$ cat src/rtl/btle_bit_upsample.sv
// btle_bit_upsample
//   Sits in front of the Gaussian pulse-shaping filter in the BTLE TX chain.
//   It takes packet bits over a valid/ready handshake and repeats each bit
//   SAMPLE_PER_SYMBOL times, one sample per sample_strobe. After the last bit
//   it emits a flush tail of FLUSH_LEN copies of that bit so the filter delay
//   line drains, and it flags the final sample with bit_upsample_valid_last.
//
//   Build option: define BTLE_UPSAMPLE_LEADIN_EN to add a lead-in of FLUSH_LEN
//   samples of the first bit's value before the first symbol. This primes the
//   filter delay line. FLUSH_LEN == 0 skips the lead-in.
//
// Ports
//   clk                      in  clock
//   rst                      in  asynchronous, active-high reset
//   sample_strobe            in  one-cycle pulse per output sample slot
//   info_bit                 in  packet bit
//   info_bit_valid           in  info_bit / info_bit_last valid
//   info_bit_last            in  marks the final bit of a packet
//   info_bit_ready           out a bit can be accepted this cycle
//   bit_upsample             out repeated bit to the filter
//   bit_upsample_valid       out one-cycle pulse per output sample
//   bit_upsample_valid_last  out final sample of the packet
//   busy                     out packet in progress
//   underrun                 out sticky: a bit slot was missed mid-packet
module btle_bit_upsample #(
   parameter int unsigned SAMPLE_PER_SYMBOL = 8,
   parameter int unsigned FLUSH_LEN         = 16,
   parameter int unsigned CNT_W             = 5
) (
   input  logic clk,
   input  logic rst,
   input  logic sample_strobe,
   input  logic info_bit,
   input  logic info_bit_valid,
   input  logic info_bit_last,
   output logic info_bit_ready,
   output logic bit_upsample,
   output logic bit_upsample_valid,
   output logic bit_upsample_valid_last,
   output logic busy,
   output logic underrun
);

   localparam logic [CNT_W-1:0] SPS_LAST   = CNT_W'(SAMPLE_PER_SYMBOL - 1);
   localparam logic [CNT_W-1:0] FLUSH_LAST = CNT_W'(FLUSH_LEN - 1);
   localparam bit               HAS_FLUSH  = (FLUSH_LEN != 0);

   typedef enum logic [2:0] {
      S_IDLE,
      S_RUN,
      S_STALL,
      S_FLUSH
`ifdef BTLE_UPSAMPLE_LEADIN_EN
      , S_LEADIN
`endif
   } state_t;

   state_t             state_q, state_d;
   logic [CNT_W-1:0]   sample_cnt_q, sample_cnt_d;
   logic [CNT_W-1:0]   flush_cnt_q, flush_cnt_d;
   logic               cur_bit_q, cur_bit_d;
   logic               cur_last_q, cur_last_d;
   logic               hold_bit_q, hold_bit_d;
   logic               hold_last_q, hold_last_d;
   logic               hold_full_q, hold_full_d;
   logic               ready_q;
   logic               out_bit_q, out_bit_d;
   logic               out_valid_q, out_valid_d;
   logic               out_last_q, out_last_d;
   logic               busy_q, busy_d;
   logic               underrun_q, underrun_d;
   logic               accept;
   logic               consume;

   assign accept = info_bit_valid & ready_q;

   always_comb begin
      state_d      = state_q;
      sample_cnt_d = sample_cnt_q;
      flush_cnt_d  = flush_cnt_q;
      cur_bit_d    = cur_bit_q;
      cur_last_d   = cur_last_q;
      underrun_d   = underrun_q;
      out_bit_d    = out_bit_q;
      out_valid_d  = 1'b0;
      out_last_d   = 1'b0;
      consume      = 1'b0;

      unique case (state_q)
         S_IDLE: begin
            if (hold_full_q) begin
               consume      = 1'b1;
               cur_bit_d    = hold_bit_q;
               cur_last_d   = hold_last_q;
               sample_cnt_d = '0;
               flush_cnt_d  = '0;
               underrun_d   = 1'b0;
`ifdef BTLE_UPSAMPLE_LEADIN_EN
               state_d      = HAS_FLUSH ? S_LEADIN : S_RUN;
`else
               state_d      = S_RUN;
`endif
            end
         end

`ifdef BTLE_UPSAMPLE_LEADIN_EN
         S_LEADIN: begin
            if (sample_strobe) begin
               out_bit_d   = cur_bit_q;
               out_valid_d = 1'b1;
               if (flush_cnt_q == FLUSH_LAST) begin
                  sample_cnt_d = '0;
                  state_d      = S_RUN;
               end else begin
                  flush_cnt_d = flush_cnt_q + CNT_W'(1);
               end
            end
         end
`endif

         S_RUN: begin
            if (sample_strobe) begin
               out_bit_d   = cur_bit_q;
               out_valid_d = 1'b1;
               if (sample_cnt_q == SPS_LAST) begin
                  if (cur_last_q) begin
                     if (HAS_FLUSH) begin
                        flush_cnt_d = '0;
                        state_d     = S_FLUSH;
                     end else begin
                        out_last_d = 1'b1;
                        state_d    = S_IDLE;
                     end
                  end else if (hold_full_q) begin
                     // Reload in the symbol's last slot so the next bit
                     // follows with no gap.
                     consume      = 1'b1;
                     cur_bit_d    = hold_bit_q;
                     cur_last_d   = hold_last_q;
                     sample_cnt_d = '0;
                  end else begin
                     underrun_d = 1'b1;
                     state_d    = S_STALL;
                  end
               end else begin
                  sample_cnt_d = sample_cnt_q + CNT_W'(1);
               end
            end
         end

         S_STALL: begin
            if (hold_full_q) begin
               consume      = 1'b1;
               cur_bit_d    = hold_bit_q;
               cur_last_d   = hold_last_q;
               sample_cnt_d = '0;
               state_d      = S_RUN;
            end
         end

         S_FLUSH: begin
            if (sample_strobe) begin
               // The tail repeats the last bit to avoid a spectral step.
               out_bit_d   = cur_bit_q;
               out_valid_d = 1'b1;
               if (flush_cnt_q == FLUSH_LAST) begin
                  out_last_d = 1'b1;
                  state_d    = S_IDLE;
               end else begin
                  flush_cnt_d = flush_cnt_q + CNT_W'(1);
               end
            end
         end

         default: state_d = S_IDLE;
      endcase
   end

   always_comb begin
      hold_bit_d  = hold_bit_q;
      hold_last_d = hold_last_q;
      hold_full_d = (hold_full_q & ~consume) | accept;
      if (accept) begin
         hold_bit_d  = info_bit;
         hold_last_d = info_bit_last;
      end
      // A held bit counts as packet activity even before the FSM loads it.
      busy_d = accept | hold_full_q | (state_q != S_IDLE);
   end

   always_ff @(posedge clk or posedge rst) begin
      if (rst) begin
         state_q      <= S_IDLE;
         sample_cnt_q <= '0;
         flush_cnt_q  <= '0;
         cur_bit_q    <= 1'b0;
         cur_last_q   <= 1'b0;
         hold_bit_q   <= 1'b0;
         hold_last_q  <= 1'b0;
         hold_full_q  <= 1'b0;
         ready_q      <= 1'b0;
         out_bit_q    <= 1'b0;
         out_valid_q  <= 1'b0;
         out_last_q   <= 1'b0;
         busy_q       <= 1'b0;
         underrun_q   <= 1'b0;
      end else begin
         state_q      <= state_d;
         sample_cnt_q <= sample_cnt_d;
         flush_cnt_q  <= flush_cnt_d;
         cur_bit_q    <= cur_bit_d;
         cur_last_q   <= cur_last_d;
         hold_bit_q   <= hold_bit_d;
         hold_last_q  <= hold_last_d;
         hold_full_q  <= hold_full_d;
         ready_q      <= ~hold_full_d;
         out_bit_q    <= out_bit_d;
         out_valid_q  <= out_valid_d;
         out_last_q   <= out_last_d;
         busy_q       <= busy_d;
         underrun_q   <= underrun_d;
      end
   end

   assign info_bit_ready          = ready_q;
   assign bit_upsample            = out_bit_q;
   assign bit_upsample_valid      = out_valid_q;
   assign bit_upsample_valid_last = out_last_q;
   assign busy                    = busy_q;
   assign underrun                = underrun_q;

endmodule
$ cat config.mk
export PLATFORM = sky130hd
export DESIGN_NAME = btle_bit_upsample
export DESIGN_NICKNAME = d
export VERILOG_FILES = /design/src/rtl/btle_bit_upsample.sv
export SDC_FILE = /design/constraint.sdc
export NUM_CORES = 1
export LEC_CHECK = 0
export BUFFER_PORTS_ARGS = -buffer_cell sky130_fd_sc_hd__buf_2
export CAP_MARGIN = 20
export CORE_MARGIN = 5
export CORE_UTILIZATION = 40
export DETAILED_ROUTE_END_ITERATION = 10
export PLACE_DENSITY_LB_ADDON = 0.1
export SKIP_CTS_REPAIR_TIMING = 1
export SYNTH_ARGS = -nofsm -noshare
export SYNTH_HDL_FRONTEND = slang
export SYNTH_SLANG_ARGS = --single-unit
$ cat constraint.sdc
create_clock -name clk -period 2.4 [get_ports clk]
set_clock_uncertainty 0.1 [all_clocks]
set_input_delay 0.48 -clock clk [delete_from_list [all_inputs] [get_ports clk]]
set_output_delay 0.48 -clock clk [all_outputs]
set_load 0.1 [all_outputs]
# Yosys cells after proc, flatten, opt, wreduce, memory -nomap -nowiden
# Cells that the tools add are included.
[totals] regBits=24 latch_bits=0 ramBits=0 mem_bits_ro=0 output_inout_bits=6 memories=0
[op_classes] addsub=2 n_mul=0 div=0 n_lt_le_gt_ge=0 n_eq_ne=17 n_shift=0 muxes=47 n_bitwise=7 n_reduce_logical=14
[op_table] operator="two-way mux 5 bit" n=10
[op_table] operator="two-way mux 1 bit" n=23
[op_table] operator="two-way mux 3 bit" n=7
[op_table] operator="inequality test 2 bit, second input constant" n=9
[op_table] operator="case mux 5 bit (3 select lines)" n=1
[op_table] operator="AND reduction 6 bit" n=2
[op_table] operator="adder 5 x 1 -> 5 bit, second input constant" n=2
[op_table] operator="case mux 5 bit (2 select lines)" n=1
[op_table] operator="case mux 3 bit (3 select lines)" n=1
[op_table] operator="case mux 1 bit (2 select lines)" n=4
[op_table] operator="AND reduction 4 bit" n=2
[op_table] operator="AND reduction 7 bit" n=1
[op_table] operator="equality test 3 x 2 -> 1 bit, second input constant" n=2
[op_table] operator="inequality test 3 bit, second input constant" n=2
[op_table] operator="nonzero test 3 bit" n=2
[op_table] operator="equality test 5 x 3 -> 1 bit, second input constant" n=1
[op_table] operator="equality test 5 x 4 -> 1 bit, second input constant" n=1
[op_table] operator="nonzero test 2 bit" n=2
[op_table] operator="OR reduction 2 bit" n=2
[op_table] operator="equality test 3 x 1 -> 1 bit, second input constant" n=1
[op_table] operator="logical NOT 3 bit" n=1
[op_table] operator="bitwise OR 1 bit" n=3
[op_table] operator="AND reduction 3 bit" n=1
[op_table] operator="bitwise AND 1 bit" n=2
[op_table] operator="3 further kinds" n=4

# Longest topological paths before layout
# Gate-level depths: netlist of run 1.
[logic_depth] word_depth=9 ltp_mapped=6 mapped_depth_nobuf=6

# Worst setup path before layout of run 1
# No wires, ideal clock.
[synth_path] path_type="register -> register" startpoint="reg flush_cnt_q[0]" endpoint="reg flush_cnt_q[3]" setup_time_ns=0.126 t_arrival_ns=1.754 path_slack_ns=0.420 path_stages_with_launch=7 path_buffers=0 period_less_slack_ns=1.980 path_cell_list="dfrtp_1 -> ha_1 -> and3_1 -> ha_1 -> o22a_1 -> a31o_1 -> a221o_1"
[synth_between] elab_chain_cells=4
[synth_lines] element="start: declaration" line_no="60" text="logic [CNT_W-1:0] flush_cnt_q, flush_cnt_d;"
[synth_lines] element="start signal: assignment" line_no="210" text="flush_cnt_q <= flush_cnt_d;"
[synth_lines] element="adder 5 x 1 -> 5 bit" line_no="170" text="flush_cnt_d = flush_cnt_q + CNT_W'(1);"
[synth_lines] element="two-way mux 5 bit" line_no="166" text="if (flush_cnt_q == FLUSH_LAST) begin"
[synth_lines] element="two-way mux 5 bit" line_no="162" text="if (sample_strobe) begin"
[synth_lines] element="case mux 5 bit (3 select lines)" line_no="89" text="unique case (state_q)"
# Several ways; a longest one is shown, not always the timed one. The select of a mux whose other input is x is not followed.
# A chain may end at the register's enable or synchronous reset.

# Worst setup path in the final report of run 1
# Ends and elaborated chain as after synthesis.

==> results.sh, run 1 <==
export IMPL_holdWs_ps=76.5
export IMPL_p_comb_share_pct=43.5
export IMPL_worstPathRequired_ps=2500
export IMPL_antenna_found_initial=0
export IMPL_worstSetupEndpointType="flop"
export IMPL_synth_seq_cells=23
export IMPL_overflow=0
export IMPL_clkLatencyLatePin_ps=310
export IMPL_wl_met3_um=126
export IMPL_area_growth_pct=10.9
export IMPL_clock_sinks=23
export IMPL_synthArstFlopShare_pct=100
export IMPL_power_density_nw_per_um2=1180
export IMPL_fin_util_pct=45.9
export IMPL_hpwl_um=1590
export IMPL_drv_slew=0
export IMPL_power_switching_mw=0.657
export IMPL_ant_nets=0
export IMPL_netlist_instances=103
export IMPL_die_y_um=63.2
export IMPL_core_area_um2=2730
export IMPL_cpMostUsedCell="ha_1"
export IMPL_cts_tree="built"
export IMPL_h_tree_depth=1
export IMPL_hold_class="input pin to asynchronous set/reset pin"
export IMPL_cts_max_path_buffers=2
export IMPL_grt_use_total_pct=12.0
export IMPL_setup_ws_ps=302
export IMPL_crit_buf_inv=0
export IMPL_critical_path_reg2reg_startpoint="flush_cnt_q[0]"
export IMPL_startpoint="flush_cnt_q[0]"
export IMPL_total_power_mw=1.48
export IMPL_wl_um=2220
export IMPL_ys_warn_count=0
export IMPL_syn_mean_instance_area_um2=11.0
export IMPL_worstSetupPathType="flop to flop"
export IMPL_leakage_nw=0.586
export IMPL_crit_arrival_ps=2200
export IMPL_antenna_cells=0
export IMPL_status="finished, final reports clean"
export IMPL_core_rowCount=19
export IMPL_placed_cell_area_um2=1230
export IMPL_tns_ps=0
export IMPL_min_period_over_period_pct=87.4
export IMPL_drt_pass1_iterations=4
export IMPL_drt_initial_drc_count=30
export IMPL_vias=859
export IMPL_grt_pass1_vias=831
export IMPL_finalNetCount=127
export IMPL_crit_end="flush_cnt_q[3]"
export IMPL_numCtsBuffers=3
export IMPL_cp_start_kind="flop"
export IMPL_crit_slowest_cell="dfrtp_1"
export IMPL_cts_root_buffer="clkbuf_4"
export IMPL_finalSetupViolations=0
export IMPL_swShare_pct=44.2
export IMPL_period_needed_ps=2100
export IMPL_fill_cells=261
export IMPL_syn_area_um2=1130
export IMPL_place_congestion=0.798
export IMPL_grt_pass1_wl_um=3820
export IMPL_start_util_pct=41.4
export IMPL_reg_top3="flush_cnt_q: 5 flops, sample_cnt_q: 5 flops, state_q: 2 flops"
export IMPL_design_area_um2=1260
export IMPL_die_x_um=63.2
export IMPL_reg2reg_to="flush_cnt_q[3]"
export IMPL_layout_cells_non_filler=148
export IMPL_crit_cells=6
export IMPL_drc_errors=0
export IMPL_port_buffers=11
export IMPL_ff2ff_setup_slack_ps=300
export IMPL_crit_path_cell_trace="ha_1, and3_1, ha_1, o22a_1, a31o_1, a221o_1"
export IMPL_synth_top_cells_by_area="dfrtp_1 51%, mux2_2 5.0%, ha_1 3.3%"
export IMPL_avgRoutedWirePerCell_um=15.0
export IMPL_dp_cells=144
export IMPL_crit_family="compound AO/OA/AOI/OAI gates"
export IMPL_hold_viol=0
export IMPL_path_clk_slew_ps=120
export IMPL_io_pins=12
export IMPL_met2_wirelength_um=923
export IMPL_rsz0062_at_grt="false"
export IMPL_maxCapViolations=0
export IMPL_p_clk_share_pct=12.1
export IMPL_max_freq_mhz=477
export IMPL_internal_power_mw=0.828
export IMPL_synth_nets=112
export IMPL_reg2reg_depth=6
export IMPL_grt_max_degree=24
export IMPL_die_area_um2=3990
export IMPL_vias_per_cell=5.80
export IMPL_yosysTopAreaCellShare_pct=50.8
export IMPL_ff_latch_area_um2=576
export IMPL_synth_top_area_cell="dfrtp_1"
export IMPL_path_max_fanout=5
export IMPL_synth_main_ff_cell="dfrtp_1"
export IMPL_pre_cts_ws_ps=327
export IMPL_multiInputGateArea_um2=493
export IMPL_wirelength_met1_um=1120
export IMPL_slew_headroom_pct=67.5
export IMPL_cp_slowest_stage_delay_ps=420
export IMPL_synth_enable_flop_cells=0
export IMPL_worst_pin_slew_ps=491
export IMPL_synth_cell_types=40
export IMPL_max_vdd_ir_drop_v=0.000711
export IMPL_yosysSeqAreaShare_pct=50.8
export IMPL_highest_layer="met4"
export IMPL_drive_above_1_share_pct=22.2
export IMPL_seq_power_share_pct=44.5
[layout make-up]
type / instances / share of cell area (%)
flip-flops and latches: 23 / 45.8
multi-input cells: 65 / 39.2
repair buffers: 15 / 6.77
well taps: 31 / 3.09
inverters: 10 / 2.99
clock buffers: 4 / 2.09
[cells in the mapped netlist, drive strengths merged, types with 2 or more instances]
library cell	instances
dfrtp	23
inv	10
nand2	8
mux2	6
and3	4
buf	4
nand3	4
o21ai	4
a21oi	3
ha	3
nor2	3
o31ai	3
a22o	2
a32o	2
and4bb	2
nand4	2
nor2b	2
[layout by cell type (no fill, tap or decap), types with 2 or more instances in the layout]
master and n:
nand2_1 7, buf_4 4, a22o_1 2, o31ai_1 3, buf_2 11, nand3_1 4
mux2_2 5, nor2_1 3, a32o_1 2, nand4_1 2, nor2b_1 2, and3_1 4
clkbuf_4 3, dfrtp_1 23, o21ai_0 3, a21oi_1 3, ha_1 3, inv_1 10
[worst register-to-register path, cell delays in order (launching register included)]
cell,delay [ps]
dfrtp_1,420
ha_1,230
and3_1,190
ha_1,240
o22a_1,240
a31o_1,230
a221o_1,350
[metal layers]
metal | global-route usage, % | up-vias
met4 | 5.71 | 0
li1 | - | 411
met1 | 16.8 | 417
met2 | 16.8 | 26
met3 | 3.55 | 5
met5 | 0 | -
[logic make-up (layout without fill, tap and decap cells)]
group	Yosys count	count (layout)	share of synthesized area (%)
and+or+nand+nor	30	30	16.7
AOI/OAI and AO/OA	25	25	16.7
muxes	7	7	6.85
adders and majority gates	3	3	3.32
buffers and inverters	15	29	5.64
DFF	23	23	50.8
[power groups by stage]
stage                     Clock (mW)  Sequential [mW]  Combinational, mW
after floorplan                    0            0.810              0.378
after global placement             0            0.666              0.638
after detailed placement           0            0.667              0.650
after CTS                      0.190            0.658              0.653
after global routing           0.211            0.684              0.706
final                          0.179            0.660              0.645
[how the worst min path moves through the flow]
stage | startpoint | endpoint | slack (ps) | cells past startpoint
4_1_cts | rst | hold_full_q | 80 | 3
2_1_floorplan | sample_cnt_q[4] | sample_cnt_q[4] | 350 | 1
6_report | rst | hold_full_q | 80 | 3
3_5_place_dp | info_bit_ready | info_bit_ready | 380 | 1
5_1_grt | rst | hold_full_q | 90 | 3
3_3_place_gp | hold_bit_q | cur_bit_q | 370 | 1
Power figures use the tool's default switching activity.
==> run 2: changes to the inputs <==
- clock period: 2.4 -> 2.55 ns (I/O delays scaled with it)
==> run 2 against run 1 <==
Global-route usage shrank 0.61 points. Utilization shrank 0.55 points. Sequential share of layout area grew 0.55 points. Sequential cell count is the same. Largest power group unchanged. Routed wire length shrank 3.5%. Via count shrank 3.0%. Non-clock buffer count shrank 2. Clock-buffer cell count is the same. Critical path depth is the same.
==> results.sh, run 2 (synthesis gave the netlist of run 1 again) <==
export IMPL_cts_root_buffer="clkbuf_4"
export IMPL_port_buffers=11
export IMPL_grt_pass1_vias=787
export IMPL_total_power_mw=1.39
export IMPL_multiInputGateArea_um2=493
export IMPL_die_y_um=63.2
export IMPL_fin_util_pct=45.4
export IMPL_path_clk_slew_ps=130
export IMPL_drt_initial_drc_count=43
export IMPL_io_pins=12
export IMPL_vias=833
export IMPL_tns_ps=0
export IMPL_die_x_um=63.2
export IMPL_min_period_over_period_pct=83.0
export IMPL_mostFrequentLayoutCells="23 x dfrtp_1, 11 x buf_2, 10 x inv_1"
export IMPL_maxCapViolations=0
export IMPL_finalSetupViolations=0
export IMPL_grt_max_degree=24
export IMPL_avgRoutedWirePerCell_um=14.6
export IMPL_hold_viol=0
export IMPL_leakage_nw=0.576
export IMPL_hold_class="input pin to asynchronous set/reset pin"
export IMPL_place_congestion=0.807
export IMPL_worstPathRequired_ps=2640
export IMPL_max_vdd_ir_drop_v=0.000774
export IMPL_start_util_pct=41.4
export IMPL_drt_pass1_iterations=4
export IMPL_vias_per_cell=5.71
export IMPL_drv_slew=0
export IMPL_core_area_um2=2730
export IMPL_slew_headroom_pct=66.3
export IMPL_core_rowCount=19
export IMPL_cts_tree="built"
export IMPL_reg_top3="flush_cnt_q: 5 flops, sample_cnt_q: 5 flops, state_q: 2 flops"
export IMPL_path_max_fanout=5
export IMPL_crit_arrival_ps=2210
export IMPL_period_needed_ps=2120
export IMPL_critical_path_reg2reg_startpoint="flush_cnt_q[0]"
export IMPL_worstSetupEndpointType="flop"
export IMPL_drc_errors=0
export IMPL_drive_above_1_share_pct=20.9
export IMPL_area_growth_pct=9.61
export IMPL_wl_um=2140
export IMPL_reg2reg_to="flush_cnt_q[3]"
export IMPL_status="finished, final reports clean"
export IMPL_power_density_nw_per_um2=1120
export IMPL_numCtsBuffers=3
export IMPL_cp_start_kind="flop"
export IMPL_grt_pass1_wl_um=3680
export IMPL_design_area_um2=1240
export IMPL_holdWs_ps=112
export IMPL_rsz0062_at_grt="false"
export IMPL_die_area_um2=3990
export IMPL_ff2ff_setup_slack_ps=430
export IMPL_worst_pin_slew_ps=505
export IMPL_clock_sinks=23
export IMPL_finalNetCount=125
export IMPL_reg2reg_depth=6
export IMPL_antenna_found_initial=0
export IMPL_h_tree_depth=1
export IMPL_hpwl_um=1580
export IMPL_placed_cell_area_um2=1210
export IMPL_final_common_cell="dfrtp_1"
export IMPL_ff_latch_area_um2=576
export IMPL_overflow=0
export IMPL_max_freq_mhz=473
export IMPL_antenna_cells=0
export IMPL_cts_max_path_buffers=2
export IMPL_fill_cells=249
export IMPL_clkLatencyLatePin_ps=300
export IMPL_ant_nets=0
export IMPL_grt_use_total_pct=11.4
export IMPL_worstSetupPathType="flop to flop"
-- run 2: cell types whose count changed in the layout (fill, tap and decap cells not counted), sizes merged --
cell,before,now
buf,15,13
-- run 2: worst max-delay path, stage by stage, from the launching register on --
cell and delay, ps:
dfrtp_1 420, ha_1 230, and3_1 190, ha_1 240
o22a_1 250, a31o_1 230, a221o_1 350
-- run 2: power breakdown --
group	leakage [nW]	switching, mW	internal [mW]
logic	0.284	0.380	0.216
registers	0.277	0.131	0.495
clock network	0.0150	0.105	0.0609
total	0.576	0.616	0.771
-- run 2: worst max path at each step --
stage / from / endpoint / slack [ps] / cells past startpoint
after floorplan: flush_cnt_q[0] / flush_cnt_q[3] / 570 / 6
after global placement: flush_cnt_q[0] / flush_cnt_q[3] / 510 / 6
after detailed placement: flush_cnt_q[0] / flush_cnt_q[3] / 450 / 6
after CTS: flush_cnt_q[0] / flush_cnt_q[3] / 440 / 6
after global routing: flush_cnt_q[0] / flush_cnt_q[3] / 360 / 6
final: flush_cnt_q[0] / flush_cnt_q[3] / 430 / 6
-- run 2: metrics by stage --
stage,worst slack (ps),cells
2_1_floorplan,570,103
5_1_grt,358,146
6_report,434,146
4_1_cts,442,146
3_3_place_gp,512,142
3_5_place_dp,452,142
-- run 2: final cells by class --
| type | count | share of cell area [%] |
|---|---|---|
| Sequential cell | 23 | 46.4 |
| Clock buffer | 4 | 2.12 |
| Inverter | 10 | 3.02 |
| Multi-Input combinational cell | 65 | 39.7 |
| Timing Repair Buffer | 13 | 5.65 |
| Tap cell | 31 | 3.13 |
-- run 2: metal layers --
metal	track usage [%]	wire length (um)	vias up
met5	0	0	-
met4	4.16	20	0
met3	2.31	129	2
met2	15.0	843	31
met1	18.0	1140	391
li1	-	-	409
